### src/rtl/pipe_addsub_pkg.sv
// Shared definitions for the pipelined add/subtract unit.
// Latency: n/a (types, constants and pure helper functions only).
// Backpressure: n/a.
package pipe_addsub_pkg;

    // Operation codes carried on in_ctl
    typedef enum logic [3:0] {
        CTL_ADDU = 4'b0000,
        CTL_ADD  = 4'b0001,
        CTL_SUBU = 4'b0010,
        CTL_SUB  = 4'b0011
    } alu_ctl_e;

    // Status flags produced alongside every result
    typedef struct packed {
        logic carry;
        logic ovf;
        logic zero;
        logic neg;
        logic err;
    } flags_t;

    // Only the four listed codes are executed; anything else is flagged as an error
    function automatic logic ctl_legal(input logic [3:0] ctl);
        logic ok;
        ok = 1'b0;
        case (ctl)
            CTL_ADDU, CTL_ADD, CTL_SUBU, CTL_SUB: ok = 1'b1;
            default:                              ok = 1'b0;
        endcase
        return ok;
    endfunction

    // Bit 1 of a legal code selects subtract, bit 0 selects signed (overflow-reporting)
    function automatic logic ctl_is_sub(input logic [3:0] ctl);
        return ctl[1];
    endfunction

    function automatic logic ctl_is_signed(input logic [3:0] ctl);
        return ctl[0];
    endfunction

endpackage

### src/rtl/pipe_addsub_if.sv
// Operand/result bundle between issue logic and the add/subtract unit.
// Latency: n/a (wiring only).
// Backpressure: valid/ready on both the operand side and the result side.
interface pipe_addsub_if #(
    parameter int WIDTH = 32
);
    logic             in_valid;
    logic             in_ready;
    logic [WIDTH-1:0] in_a;
    logic [WIDTH-1:0] in_b;
    logic             in_cin;
    logic [3:0]       in_ctl;
    logic             out_valid;
    logic             out_ready;
    logic [WIDTH-1:0] out_result;
    logic             out_carry;
    logic             out_ovf;
    logic             out_zero;
    logic             out_neg;
    logic             out_err;

    // Requester: supplies operands and consumes results
    modport master (
        output in_valid, in_a, in_b, in_cin, in_ctl, out_ready,
        input  in_ready, out_valid, out_result, out_carry, out_ovf, out_zero, out_neg, out_err
    );

    // The arithmetic unit itself
    modport slave (
        input  in_valid, in_a, in_b, in_cin, in_ctl, out_ready,
        output in_ready, out_valid, out_result, out_carry, out_ovf, out_zero, out_neg, out_err
    );
endinterface

### src/rtl/pipe_addsub_slice.sv
// Combinational W-bit carry-lookahead adder slice (a + b + cin -> sum, cout).
// Latency: 0 cycles, purely combinational.
// Backpressure: none; the enclosing pipeline decides when its result is captured.
module addsub_slice #(
    parameter int W = 8
) (
    input  logic [W-1:0] a,
    input  logic [W-1:0] b,
    input  logic         cin,
    output logic [W-1:0] sum,
    output logic         cout
);
    logic [W-1:0] g;
    logic [W-1:0] p;
    logic [W:0]   c;

    assign g = a & b;
    assign p = a ^ b;

    // Carry at each bit from generate/propagate terms, seeded by the slice carry-in
    always_comb begin
        c[0] = cin;
        for (int i = 0; i < W; i++) begin
            c[i+1] = g[i] | (p[i] & c[i]);
        end
    end

    assign sum  = p ^ c[W-1:0];
    assign cout = c[W];
endmodule

### src/rtl/pipe_addsub.sv
// Pipelined add/subtract: carry chain cut into STAGES slices, one slice per register stage.
// Latency: exactly STAGES cycles from accept to out_valid while out_ready stays high; 1 bundle/cycle.
// Backpressure: whole pipe freezes when out_valid & ~out_ready; in_ready mirrors the advance enable.
module pipe_addsub
    import pipe_addsub_pkg::*;
#(
    parameter int WIDTH  = 32,
    parameter int STAGES = 4
) (
    input  logic         clk,
    input  logic         rst_n,
    pipe_addsub_if.slave bus
);
    localparam int SW = WIDTH / STAGES;
    // Intermediate stage registers exist for stages 0..STAGES-2; the last stage lands in res_q/flg_q
    localparam int NI = (STAGES > 1) ? STAGES - 1 : 1;

    logic              adv;
    logic              in_fire;
    logic              legal;

    logic [STAGES-1:0] v_q;
    logic [WIDTH-1:0]  a_q [NI];
    logic [WIDTH-1:0]  b_q [NI];
    logic [WIDTH-1:0]  r_q [NI];
    logic [NI-1:0]     c_q;
    logic [NI-1:0]     sgn_q;
    logic [NI-1:0]     err_q;

    logic [WIDTH-1:0]  a_src [STAGES];
    logic [WIDTH-1:0]  b_src [STAGES];
    logic [WIDTH-1:0]  r_src [STAGES];
    logic [WIDTH-1:0]  r_nxt [STAGES];
    logic [STAGES-1:0] v_src;
    logic [STAGES-1:0] c_src;
    logic [STAGES-1:0] sgn_src;
    logic [STAGES-1:0] err_src;
    logic [STAGES-1:0] cout_all;
    logic [WIDTH-1:0]  sum_all;

    logic [WIDTH-1:0]  res_d;
    logic [WIDTH-1:0]  res_q;
    flags_t            flg_d;
    flags_t            flg_q;

    assign legal   = ctl_legal(bus.in_ctl);
    assign adv     = ~v_q[STAGES-1] | bus.out_ready;
    assign in_fire = bus.in_valid & adv;

    // Stage inputs: stage 0 takes the (pre-inverted for subtract) operands, later stages the previous register
    always_comb begin
        v_src   = '0;
        c_src   = '0;
        sgn_src = '0;
        err_src = '0;
        for (int k = 0; k < STAGES; k++) begin
            a_src[k] = '0;
            b_src[k] = '0;
            r_src[k] = '0;
            r_nxt[k] = '0;
        end
        v_src[0]   = in_fire;
        a_src[0]   = bus.in_a;
        b_src[0]   = ctl_is_sub(bus.in_ctl) ? ~bus.in_b : bus.in_b;
        c_src[0]   = ctl_is_sub(bus.in_ctl) | bus.in_cin;
        sgn_src[0] = ctl_is_signed(bus.in_ctl);
        err_src[0] = ~legal;
        for (int k = 1; k < STAGES; k++) begin
            v_src[k]   = v_q[k-1];
            a_src[k]   = a_q[k-1];
            b_src[k]   = b_q[k-1];
            r_src[k]   = r_q[k-1];
            c_src[k]   = c_q[k-1];
            sgn_src[k] = sgn_q[k-1];
            err_src[k] = err_q[k-1];
        end
        // Each stage drops its slice sum into the travelling partial result
        for (int k = 0; k < STAGES; k++) begin
            r_nxt[k]             = r_src[k];
            r_nxt[k][k*SW +: SW] = sum_all[k*SW +: SW];
        end
    end

    for (genvar k = 0; k < STAGES; k++) begin : g_slice
        addsub_slice #(
            .W (SW)
        ) u_slice (
            .a    (a_src[k][k*SW +: SW]),
            .b    (b_src[k][k*SW +: SW]),
            .cin  (c_src[k]),
            .sum  (sum_all[k*SW +: SW]),
            .cout (cout_all[k])
        );
    end

    // Final-stage flags from the operand signs (B already inverted for subtract) and the completed sum
    always_comb begin
        res_d     = r_nxt[STAGES-1];
        flg_d     = '0;
        flg_d.carry = cout_all[STAGES-1];
        flg_d.ovf   = sgn_src[STAGES-1]
                    & (a_src[STAGES-1][WIDTH-1] == b_src[STAGES-1][WIDTH-1])
                    & (res_d[WIDTH-1] != a_src[STAGES-1][WIDTH-1]);
        flg_d.zero  = (res_d == '0);
        flg_d.neg   = res_d[WIDTH-1];
        if (err_src[STAGES-1]) begin
            res_d     = '0;
            flg_d     = '0;
            flg_d.err = 1'b1;
        end
    end

    // All stage registers advance together; nothing moves while the output is stalled
    always_ff @(posedge clk or negedge rst_n) begin
        if (!rst_n) begin
            v_q   <= '0;
            c_q   <= '0;
            sgn_q <= '0;
            err_q <= '0;
            res_q <= '0;
            flg_q <= '0;
            for (int k = 0; k < NI; k++) begin
                a_q[k] <= '0;
                b_q[k] <= '0;
                r_q[k] <= '0;
            end
        end else if (adv) begin
            v_q   <= v_src;
            res_q <= res_d;
            flg_q <= flg_d;
            for (int k = 0; k < STAGES - 1; k++) begin
                a_q[k]   <= a_src[k];
                b_q[k]   <= b_src[k];
                r_q[k]   <= r_nxt[k];
                c_q[k]   <= cout_all[k];
                sgn_q[k] <= sgn_src[k];
                err_q[k] <= err_src[k];
            end
        end
    end

    assign bus.in_ready   = adv;
    assign bus.out_valid  = v_q[STAGES-1];
    assign bus.out_result = res_q;
    assign bus.out_carry  = flg_q.carry;
    assign bus.out_ovf    = flg_q.ovf;
    assign bus.out_zero   = flg_q.zero;
    assign bus.out_neg    = flg_q.neg;
    assign bus.out_err    = flg_q.err;
endmodule

### src/flat_wrapper.sv
// flat-port wrapper written by rule: the top's interface ports become plain ports
module pipe_addsub_flat import pipe_addsub_pkg::*;
#(
    parameter int WIDTH  = 32,
    parameter int STAGES = 4
)
  (clk, rst_n, bus_in_valid, bus_in_a, bus_in_b, bus_in_cin, bus_in_ctl, bus_out_ready, bus_in_ready, bus_out_valid, bus_out_result, bus_out_carry, bus_out_ovf, bus_out_zero, bus_out_neg, bus_out_err);
  pipe_addsub_if #(.WIDTH(WIDTH)) bus_i ();
  input  logic clk;
  input  logic rst_n;
  input wire logic [$bits(bus_i.in_valid)-1:0] bus_in_valid;
  input wire logic [$bits(bus_i.in_a)-1:0] bus_in_a;
  input wire logic [$bits(bus_i.in_b)-1:0] bus_in_b;
  input wire logic [$bits(bus_i.in_cin)-1:0] bus_in_cin;
  input wire logic [$bits(bus_i.in_ctl)-1:0] bus_in_ctl;
  input wire logic [$bits(bus_i.out_ready)-1:0] bus_out_ready;
  output wire logic [$bits(bus_i.in_ready)-1:0] bus_in_ready;
  output wire logic [$bits(bus_i.out_valid)-1:0] bus_out_valid;
  output wire logic [$bits(bus_i.out_result)-1:0] bus_out_result;
  output wire logic [$bits(bus_i.out_carry)-1:0] bus_out_carry;
  output wire logic [$bits(bus_i.out_ovf)-1:0] bus_out_ovf;
  output wire logic [$bits(bus_i.out_zero)-1:0] bus_out_zero;
  output wire logic [$bits(bus_i.out_neg)-1:0] bus_out_neg;
  output wire logic [$bits(bus_i.out_err)-1:0] bus_out_err;
  assign bus_i.in_valid = bus_in_valid;
  assign bus_i.in_a = bus_in_a;
  assign bus_i.in_b = bus_in_b;
  assign bus_i.in_cin = bus_in_cin;
  assign bus_i.in_ctl = bus_in_ctl;
  assign bus_i.out_ready = bus_out_ready;
  assign bus_in_ready = bus_i.in_ready;
  assign bus_out_valid = bus_i.out_valid;
  assign bus_out_result = bus_i.out_result;
  assign bus_out_carry = bus_i.out_carry;
  assign bus_out_ovf = bus_i.out_ovf;
  assign bus_out_zero = bus_i.out_zero;
  assign bus_out_neg = bus_i.out_neg;
  assign bus_out_err = bus_i.out_err;
  pipe_addsub #(.WIDTH(WIDTH), .STAGES(STAGES)) u_core (.clk(clk), .rst_n(rst_n), .bus(bus_i));
endmodule
### config.mk
export PLATFORM = sky130hd
export DESIGN_NAME = pipe_addsub_flat
export DESIGN_NICKNAME = d
export VERILOG_FILES = /design/src/rtl/pipe_addsub_pkg.sv /design/src/rtl/pipe_addsub_if.sv /design/src/rtl/pipe_addsub_slice.sv /design/src/rtl/pipe_addsub.sv /design/src/flat_wrapper.sv
export SDC_FILE = /design/constraint.sdc
export NUM_CORES = 1
export LEC_CHECK = 0
export CORE_MARGIN = 2
export CORE_UTILIZATION = 45
export DETAILED_ROUTE_END_ITERATION = 7
export MAX_ROUTING_LAYER = met4
export PLACE_DENSITY = 0.65
export SLEW_MARGIN = 15
export SYNTH_ARGS = -nofsm -noshare
export SYNTH_HDL_FRONTEND = slang
export SYNTH_SLANG_ARGS = --single-unit
### constraint.sdc
create_clock -name clk -period 4 [get_ports clk]
set_clock_uncertainty 0.1 [all_clocks]
set_input_delay 0.8 -clock clk [delete_from_list [all_inputs] [get_ports clk]]
set_output_delay 0.8 -clock clk [all_outputs]
set_load 0.05 [all_outputs]
Word level (Yosys, flattened, before mapping)

Cells that the tools add are included.

Bits in registers: 290
Bits in latches: 0
RAM bits: 0
Memory bits (read-only): 0
Input port bits: 73
Output and inout bits: 39
Logic and storage cells: 115
Memories: 0

Add/sub/neg operators: 0
$mul: 0
Div/mod/pow operators: 0
Magnitude comparators: 0
Eq/ne operators: 5
Shifts and indexed selects: 0
Muxes and demuxes: 4
Bitwise logic cells: 84
Reductions and logical operators: 3

Operators with widths:

| kind                                                            | count |
|---|---|
| 32-bit 2-to-1 mux                                               | 2 |
| 8-bit bitwise XOR                                               | 8 |
| 1-bit AND                                                       | 35 |
| 1-bit bitwise OR                                                | 34 |
| 8-bit AND                                                       | 4 |
| 32-bit logical NOT                                              | 1 |
| 32-bit inverter                                                 | 1 |
| 4-bit by 2-bit == test with 1-bit output, second input constant | 2 |
| 5-bit 2-to-1 mux                                                | 1 |
| 4-bit by 1-bit == test with 1-bit output, second input constant | 1 |
| 4-bit logical NOT                                               | 1 |
| 4-bit OR reduction                                              | 1 |
| 1-bit inverter                                                  | 2 |
| 1-bit == test                                                   | 1 |
| 1-bit 2-to-1 mux                                                | 1 |
| 1-bit inequality test                                           | 1 |

Depth between registers and ports, before layout

Gate-level depths: netlist of run 1.

Depth after elaboration: 19
Depth in mapped cells: 14
Mapped depth without buffers: 14

Modules after synthesis

From an unflattened synthesis of run 1, not the netlist that was laid out.

Cells, all modules: 916
Area, all modules: 8618.3 um2

Modules (own cells, without submodules):

| module       | instances | cells each | area each (um2) | sequential area each (um2) |
|---|---|---|---|---|
| pipe_addsub  | 1         | 844        | 7827.5          | 4829.6 |
| addsub_slice | 4         | 18         | 197.7           | 0.0 |

Worst setup path after synthesis of run 1

No wires, ideal clock.

Path type: input -> register
From: input port bus_in_ctl[1]
To: register u_core.r_q, in the netlist u_core.r_nxt[71]
Setup time: 0.117 ns
Arrival time: 4.707 ns
Required time: 3.783 ns
Slack: -0.924 ns
Cell stages on the path: 14
Buffers on the path: 2
Cell sequence: buf_2 buf_4 xnor2_1 fa_1 fa_1 fa_1 fa_1 fa_1 fa_1 fa_1 inv_1 fa_1 nand2_1 nand2_1

Word-level cells in the longest chain between the ends: 17
Elaborated cells between the ends (all ways): 19

RTL lines:

| item                                 | RTL line                | text |
|---|---|---|
| start: declaration                   | flat_wrapper.sv:15      | `input wire logic [$bits(bus_i.in_ctl)-1:0] bus_in_ctl;` |
| 32-bit 2-to-1 mux                    | pipe_addsub.sv:64       | `b_src[0] = ctl_is_sub(bus.in_ctl) ? ~bus.in_b : bus.in_b;` |
| 8-bit bitwise XOR                    | pipe_addsub_slice.sv:18 | `assign p = a ^ b;` |
| 1-bit AND                            | pipe_addsub_slice.sv:24 | `c[i+1] = g[i] \| (p[i] & c[i]);` |
| 1-bit bitwise OR                     | pipe_addsub_slice.sv:24 |  |
| 1-bit AND                            | pipe_addsub_slice.sv:24 |  |
| 1-bit bitwise OR                     | pipe_addsub_slice.sv:24 |  |
| 1-bit AND                            | pipe_addsub_slice.sv:24 |  |
| 1-bit bitwise OR                     | pipe_addsub_slice.sv:24 |  |
| [... 2 more ...]                     | n/a                     |  |
| 1-bit AND                            | pipe_addsub_slice.sv:24 |  |
| 1-bit bitwise OR                     | pipe_addsub_slice.sv:24 |  |
| 1-bit AND                            | pipe_addsub_slice.sv:24 |  |
| 1-bit bitwise OR                     | pipe_addsub_slice.sv:24 |  |
| 1-bit AND                            | pipe_addsub_slice.sv:24 |  |
| 1-bit bitwise OR                     | pipe_addsub_slice.sv:24 |  |
| 8-bit bitwise XOR (*)                | pipe_addsub_slice.sv:28 | `assign sum = p ^ c[W-1:0];` |
| via u_core.g_slice[0].u_slice.sum[7] | pipe_addsub_slice.sv:10 | `output logic [W-1:0] sum,` |
| end signal: indexed assignment       | pipe_addsub.sv:134      | `r_q[k] <= r_nxt[k];` |
| end: declaration                     | pipe_addsub.sv:25       | `logic [WIDTH-1:0] r_q [NI];` |

The timed path passes the listed nets; every way through them passes the cells marked *.
A chain may end at the register's enable or synchronous reset.

Worst setup path in the final report of run 1

Ends and elaborated chain as after synthesis.

==> results of run 1 <==
==> layout make-up <==
class	instances	area, um^2
Multi-Input combinational cell	595	3290
Clock inverter	15	153
Sequential cell	193	4830
Fill cell	1705	8360
Tap cell	234	293
Inverter	36	140
Clock buffer	17	425
Timing Repair Buffer	119	1220
==> power groups by stage <==
stage	sequential [mW]	clock, mW	combinational [mW]
after floorplan	3.66	0	1.91
after global placement	3.35	0	3.08
after detailed placement	3.38	0	3.14
after CTS	3.34	1.70	3.15
after global routing	3.45	1.78	3.56
final	3.34	1.66	3.14
==> synthesized netlist by cell type (3+ instances only) <==
cell | n | area (um^2)
nand2_1 | 410 | 1540
dfrtp_1 | 193 | 4830
inv_1 | 35 | 131
fa_1 | 32 | 641
o21ai_0 | 32 | 160
xnor2_1 | 30 | 263
nand3b_1 | 27 | 203
buf_2 | 21 | 105
nor2_1 | 15 | 56.3
buf_6 | 14 | 158
a21oi_2 | 13 | 114
o21ai_1 | 10 | 50.1
clkbuf_1 | 8 | 30.0
buf_4 | 7 | 52.6
o31ai_1 | 6 | 45.0
nor4_1 | 4 | 25.0
xor2_1 | 3 | 26.3
==> sequential cells by signal (all words and copies together) (netlist names), 3 cells and up <==
signal / count
u_core.r_nxt: 48
u_core.err_q: 3
u_core.b_q: 48
u_core.c_q: 3
u_core.sgn_q: 3
u_core.a_q: 48
u_core.v_q: 4
u_core.bus.out_result: 31
==> layout by cell type (no fill, tap or decap), types with 3 or more instances in the layout <==
| cell | instances |
|---|---|
| inv_8 | 3 |
| xnor2_1 | 29 |
| o21ai_1 | 10 |
| nand2_1 | 410 |
| clkinvlp_4 | 3 |
| inv_1 | 33 |
| o31ai_1 | 6 |
| xor2_1 | 3 |
| buf_4 | 6 |
| fa_1 | 22 |
| clkinv_4 | 5 |
| clkdlybuf4s50_1 | 105 |
| dfrtp_1 | 193 |
| clkbuf_16 | 17 |
| inv_6 | 3 |
| nor2_1 | 14 |
| buf_12 | 4 |
| nand3b_1 | 27 |
| o21ai_0 | 32 |
| nor4_1 | 4 |
| fa_2 | 10 |
| a21oi_2 | 13 |
==> critical path, delay by kind of cell <==
family | cells | cell delay [ns]
xor+xnor | 1 | 0.12
fa+ha+maj | 8 | 2.97
buf+inv | 2 | 0.18
simple gates | 2 | 0.12
==> through the flow <==
stage	instance area [um^2]	worst slack, ns	instances	utilization (%)	power (mW)
global placement	9720	-0.761	1176	52.0	6.43
floorplan	8610	-0.499	875	-	5.57
detailed placement	9720	-0.790	1176	52.0	6.51
CTS	10300	-0.189	1208	55.2	8.20
global route	10300	-0.0809	1209	55.3	8.79
finish	10300	0.0218	1209	55.3	8.13
==> timing repair <==
action / 4_1_cts / 5_1_grt
gates cloned: 0 / 0
endpoints found under the hold margin: 0 / 0
endpoints found under the setup margin: 2 / 3
pin swaps: 10 / 11
buffers inserted: 0 / 1
resized for setup: 14 / 8
==> metal layers <==
layer  global-route usage, %  routed length, um  vias to the layer above  part of all wire, %
li1                        -                  -                     2877                    -
met1                    26.1               8360                     2681                   52
met2                    25.9               7170                      101                   44
met3                    3.70                464                       16                  2.9
met4                    5.21                192                        0                  1.2
met5                       -                  0                        -                    0
==> cells by family (layout without fill, tap and decap cells) <==
| logic type | Yosys count | in the layout | synth area share (%) |
|---|---|---|---|
| adder cells (fa/ha/maj) | 33 | 33 | 7.62 |
| XOR/XNOR | 33 | 33 | 3.37 |
| flip-flops | 193 | 193 | 56.4 |
| AND/OR/NAND/NOR | 466 | 466 | 22.2 |
| buffers and inverters | 87 | 187 | 5.81 |
| AO/OA/AOI/OAI | 63 | 63 | 4.57 |
==> path summary, 6_finish.rpt <==
path,slack (ns),endpoint,startpoint
setup / recovery,0.02,u_core.r_nxt[71],bus_in_ctl[1]
max in group asynchronous,2.60,u_core.a_q[81],rst_n
hold reg to reg,0.37,u_core.bus.out_result[20],u_core.bus.out_result[20]
setup reg to reg,0.19,u_core.bus.out_zero,u_core.b_q[24]
min in group clk,0.37,u_core.bus.out_result[20],u_core.bus.out_result[20]
hold / removal,0.31,u_core.a_q[60],rst_n
==> key figures, run 1 <==
Power
  – Combinational share of power: 38.6%
  – Sequential Power Share: 41.1%
  – Switching power: 3.22 mW
  – Pwr dens: 785 nW/um^2
  – P_leak: 4.95 nW
  – Clk pwr share: 20.4%
  – Internal power: 4.91 mW
  – Sw Share: 39.6%
  – Maximum VDD drop: 0.388 mV

Placement
  – Gpl congestion: 0.729
  – DP Wirelength: 10.6 mm
  – Buffers on Ports: 111

Critical path
  – Cells on worst reg2reg path: 14
  – CP peak stage delay: 0.41 ns
  – Worst-path cell chain: buf_12 -> xnor2_4 -> fa_2 -> fa_2 -> fa_2 -> fa_2 -> fa_2 -> fa_2 -> fa_2 -> inv_2 -> fa_1 -> nand2_1 -> nand2_1
  – Crit-path most repeated cell: fa_2
  – Critical path capture point type: flip-flop
  – Slowest stage cell, crit path: fa_1
  – CP Launch Type: input pin
  – CP Max Fanout: 5
  – CP arrival: 4.20 ns
  – Critical path class: in -> reg
  – Critical Path RT: 4.22 ns

Global route
  – GRT Total Usage: 18.0%
  – First-pass GRT wire length: 27.7 mm
  – Vias in the first global route: 5520
  – Pin count of the biggest net entering global routing: 190
  – Total grt overflow: 0
  – Antenna violations before repair: 0

Timing
  – Hold Slack: 0.311 ns
  – Tcrit/Tclk final: 99.5%
  – Final Setup Violations: 0
  – Tightest Pin Transition: 0.966 ns
  – Worst slew margin: 35.6%
  – Fmax: 251 MHz
  – Pins Over Slew Limit: 0
  – Crit path time final: 3.98 ns
  – Fin. Hold Viols: 0
  – RSZ-0062 raised after global routing: true
  – Setup TNS: 0 ns

Routing
  – DRC viols: 0
  – Total number of vias: 5675
  – Post-route ant nets: 0
  – Avg WL per Cell: 13.4 um
  – Initial DRC Count: 396
  – Vias per cell: 4.69
  – Total wire length: 16.2 mm
  – Drt pass-1 iters: 4

Final layout
  – N_diodes: 0
  – Layout area overhead: 20.8%
  – Fraction of layout cells with a size suffix above 1: 7.79%
  – NumNets Final: 1068

Synthesis
  – Yosys reg bits: 193
  – Syn nets: 981
  – Post-synth EDFFs: 0
  – Ys flop type: dfrtp_1
  – Yosys cell types: 29
  – Mapped Cells: 875
  – Synth Warn #: 0
  – Mean Syn Cell Area: 9.79 um^2
  – Netlist Area Pre-Place: 8570 um^2
  – Sequential element share of the synthesized area: 56.4%
  – Post-synth ARST share: 100%

Status
  – Status: completed

Die
  – Die Height: 142 um
  – Die area: 20200 um^2
  – # rows: 50
  – Die W: 142 um
  – Starting Density: 45.8%
  – Core area: 18700 um^2
  – Io pins: 112

Clock tree
  – CTS buffer count: 17
  – # hold bufs at CTS: 0
  – Clock Sinks: 193
  – CTS Buffer Depth: 2
  – CTS tree: done
  – CTS root buffer: clkbuf_16
  – Clk pin slew, worst setup/hold paths: 0.07 ns
  – Htree depth: 4
  – Clk_lat worst skew: 0.43 ns

Job
  – Max Cap Viol: 0

Min path
  – Tightest Hold Check Type: in -> async
Note: power is estimated with default switching activity, not from simulation.
==> run 2, diff against run 1 <==
- RECOVER_POWER: not set -> 25
==> key figures, run 2 (synthesis results as in run 1) <==
Power
  – Pwr dens: 786 nW/um^2 (+0.13%)
  – Sw Share: 39.6% (-0.043 points)
  – Maximum VDD drop: 0.388 mV (about the same)
  – Sequential Power Share: 41.1% (about the same)
  – Clk pwr share: 20.3% (about the same)
  – P_leak: 4.95 nW (-0.16%)
  – Internal power: 4.91 mW (about the same)
  – Combinational share of power: 38.6% (about the same)
  – Switching power: 3.22 mW (-0.18%)

Critical path
  – Critical path class: in -> reg
  – CP Max Fanout: 5 (unchanged)
  – CP Launch Type: input pin
  – Critical path capture point type: flip-flop
  – CP arrival: 4.20 ns (about the same)
  – Critical Path RT: 4.22 ns (about the same)
  – Cells on worst reg2reg path: 14 (unchanged)

Timing
  – Crit path time final: 3.98 ns (+0.00244 ns)
  – Tightest Pin Transition: 2.16 ns (+1.20 ns)
  – Tcrit/Tclk final: 99.5% (about the same)
  – RSZ-0062 raised after global routing: true
  – Pins Over Slew Limit: 89 (+89)
  – Final Setup Violations: 0 (unchanged)
  – Fin. Hold Viols: 0 (unchanged)
  – Fmax: 251 MHz (about the same)
  – Hold Slack: 0.365 ns (+0.0545 ns)
  – Worst slew margin: -44.1% (-80 points)

Job
  – Max Cap Viol: 1 (+1)

Clock tree
  – Clock Sinks: 193 (unchanged)
  – # hold bufs at CTS: 0 (unchanged)
  – CTS buffer count: 17 (unchanged)
  – CTS Buffer Depth: 2 (unchanged)
  – Clk pin slew, worst setup/hold paths: 0.07 ns (about the same)
  – CTS tree: done
  – Htree depth: 4 (unchanged)
  – CTS root buffer: clkbuf_16
  – Clk_lat worst skew: 0.43 ns (about the same)

Routing
  – Post-route ant nets: 0 (unchanged)
  – Total number of vias: 5669 (-0.11%)
  – Initial DRC Count: 443 (+12%)
  – Vias per cell: 4.69 (-0.11%)
  – Drt pass-1 iters: 4 (unchanged)
  – Total wire length: 16.2 mm (-0.17%)
  – Avg WL per Cell: 13.4 um (-0.17%)
  – DRC viols: 0 (unchanged)

Global route
  – Pin count of the biggest net entering global routing: 190 (unchanged)
  – GRT Total Usage: 18.0% (unchanged)
  – Antenna violations before repair: 0 (unchanged)
  – Vias in the first global route: 5520 (unchanged)
  – First-pass GRT wire length: 27.7 mm (unchanged)
  – Total grt overflow: 0 (unchanged)

Status
  – Failing checks: capacitance limit, slew limit
  – Status: finished with violations

Placement
  – DP Wirelength: 10.6 mm (unchanged)
  – Gpl congestion: 0.729 (unchanged)
  – Placed Instances: 1176 (unchanged)
  – Buffers on Ports: 111 (unchanged)

Die
  – Starting Density: 45.8% (unchanged)
  – Die W: 142 um (unchanged)
  – Io pins: 112 (unchanged)
  – # rows: 50 (unchanged)
  – Die area: 20200 um^2 (unchanged)
  – Core area: 18700 um^2 (unchanged)
  – Die Height: 142 um (unchanged)

Final layout
  – Commonest non-fill, non-tap cells in the layout: nand2_1, dfrtp_1, clkdlybuf4s50_1
  – N_diodes: 0 (unchanged)
  – Fraction of layout cells with a size suffix above 1: 7.79% (unchanged)
  – Commonest non-fill, non-tap cell in the layout: nand2_1
  – Non-filler instance count after layout: 1209 (unchanged)
  – NumNets Final: 1068 (unchanged)
  – Layout area overhead: 20.6%

Min path
  – Hold depth: 2
  – Tightest Hold Check Type: reg -> reg
==> run 2: metrics by stage <==
step	setup WS, ns	total power [mW]	util (%)	instance area [um^2]	TNS (ns)
2_1_floorplan	-0.499	5.57	-	8610	-0.875
3_3_place_gp	-0.761	6.43	52.0	9720	-1.71
3_5_place_dp	-0.790	6.51	52.0	9720	-1.83
4_1_cts	-0.189	8.20	55.2	10300	-0.189
5_1_grt	-0.0809	8.79	55.2	10300	-0.0809
6_report	0.0193	8.12	55.2	10300	0
==> run 2: cell type report <==
class / instances / area (um^2)
Clock buffer: 17 / 425
Clock inverter: 15 / 153
Fill cell: 1709 / 8380
Inverter: 36 / 140
Multi-Input combinational cell: 595 / 3290
Sequential cell: 193 / 4830
Tap cell: 234 / 293
Timing Repair Buffer: 119 / 1190
==> run 2: routing by layer <==
layer  vias up  routed length (um)  global-route usage, %  part of all wire, %
met5         -                   0                      -                    0
met4         0                 133                   5.21                 0.82
met3        10                 527                   3.70                  3.3
met2       103                7330                   25.9                   45
met1      2682                8170                   26.1                   51
li1       2874                   -                      -                    -
==> run 2: power by group through the flow <==
stage          registers [mW]  logic (mW)  clock network, mW
2_1_floorplan            3.66        1.91                  0
3_3_place_gp             3.35        3.08                  0
3_5_place_dp             3.38        3.14                  0
4_1_cts                  3.34        3.15               1.70
5_1_grt                  3.45        3.56               1.78
6_report                 3.34        3.13               1.65
==> run 2: worst paths after layout <==
path	start	to	slack (ns)
worst max-delay path	bus_in_ctl[1]	u_core.r_nxt[71]	0.02
worst min-delay path	u_core.sgn_q[0]	u_core.sgn_q[0]	0.37
worst max register to register	u_core.b_q[24]	u_core.bus.out_zero	0.19
worst min register to register	u_core.sgn_q[0]	u_core.sgn_q[0]	0.37
max in group asynchronous	rst_n	u_core.r_nxt[39]	0.78
min in group asynchronous	rst_n	u_core.a_q[60]	0.88
==> run 2: repair_timing <==
item / in CTS / in global routing
endpoints found under the setup margin: 2 / 3
resized for setup: 14 / 8
setup buffers: 0 / 1
pin swaps: 10 / 11
endpoints found under the hold margin: 0 / 0
==> run 2: worst max-delay path: stages <==
cell and delay [ns]:
buf_12 0.12, xnor2_4 0.12, fa_2 0.35, fa_2 0.38, fa_2 0.37, fa_2 0.37, fa_2 0.37, fa_2 0.37
fa_2 0.36, inv_2 0.06, fa_1 0.40, nand2_1 0.06, nand2_1 0.05
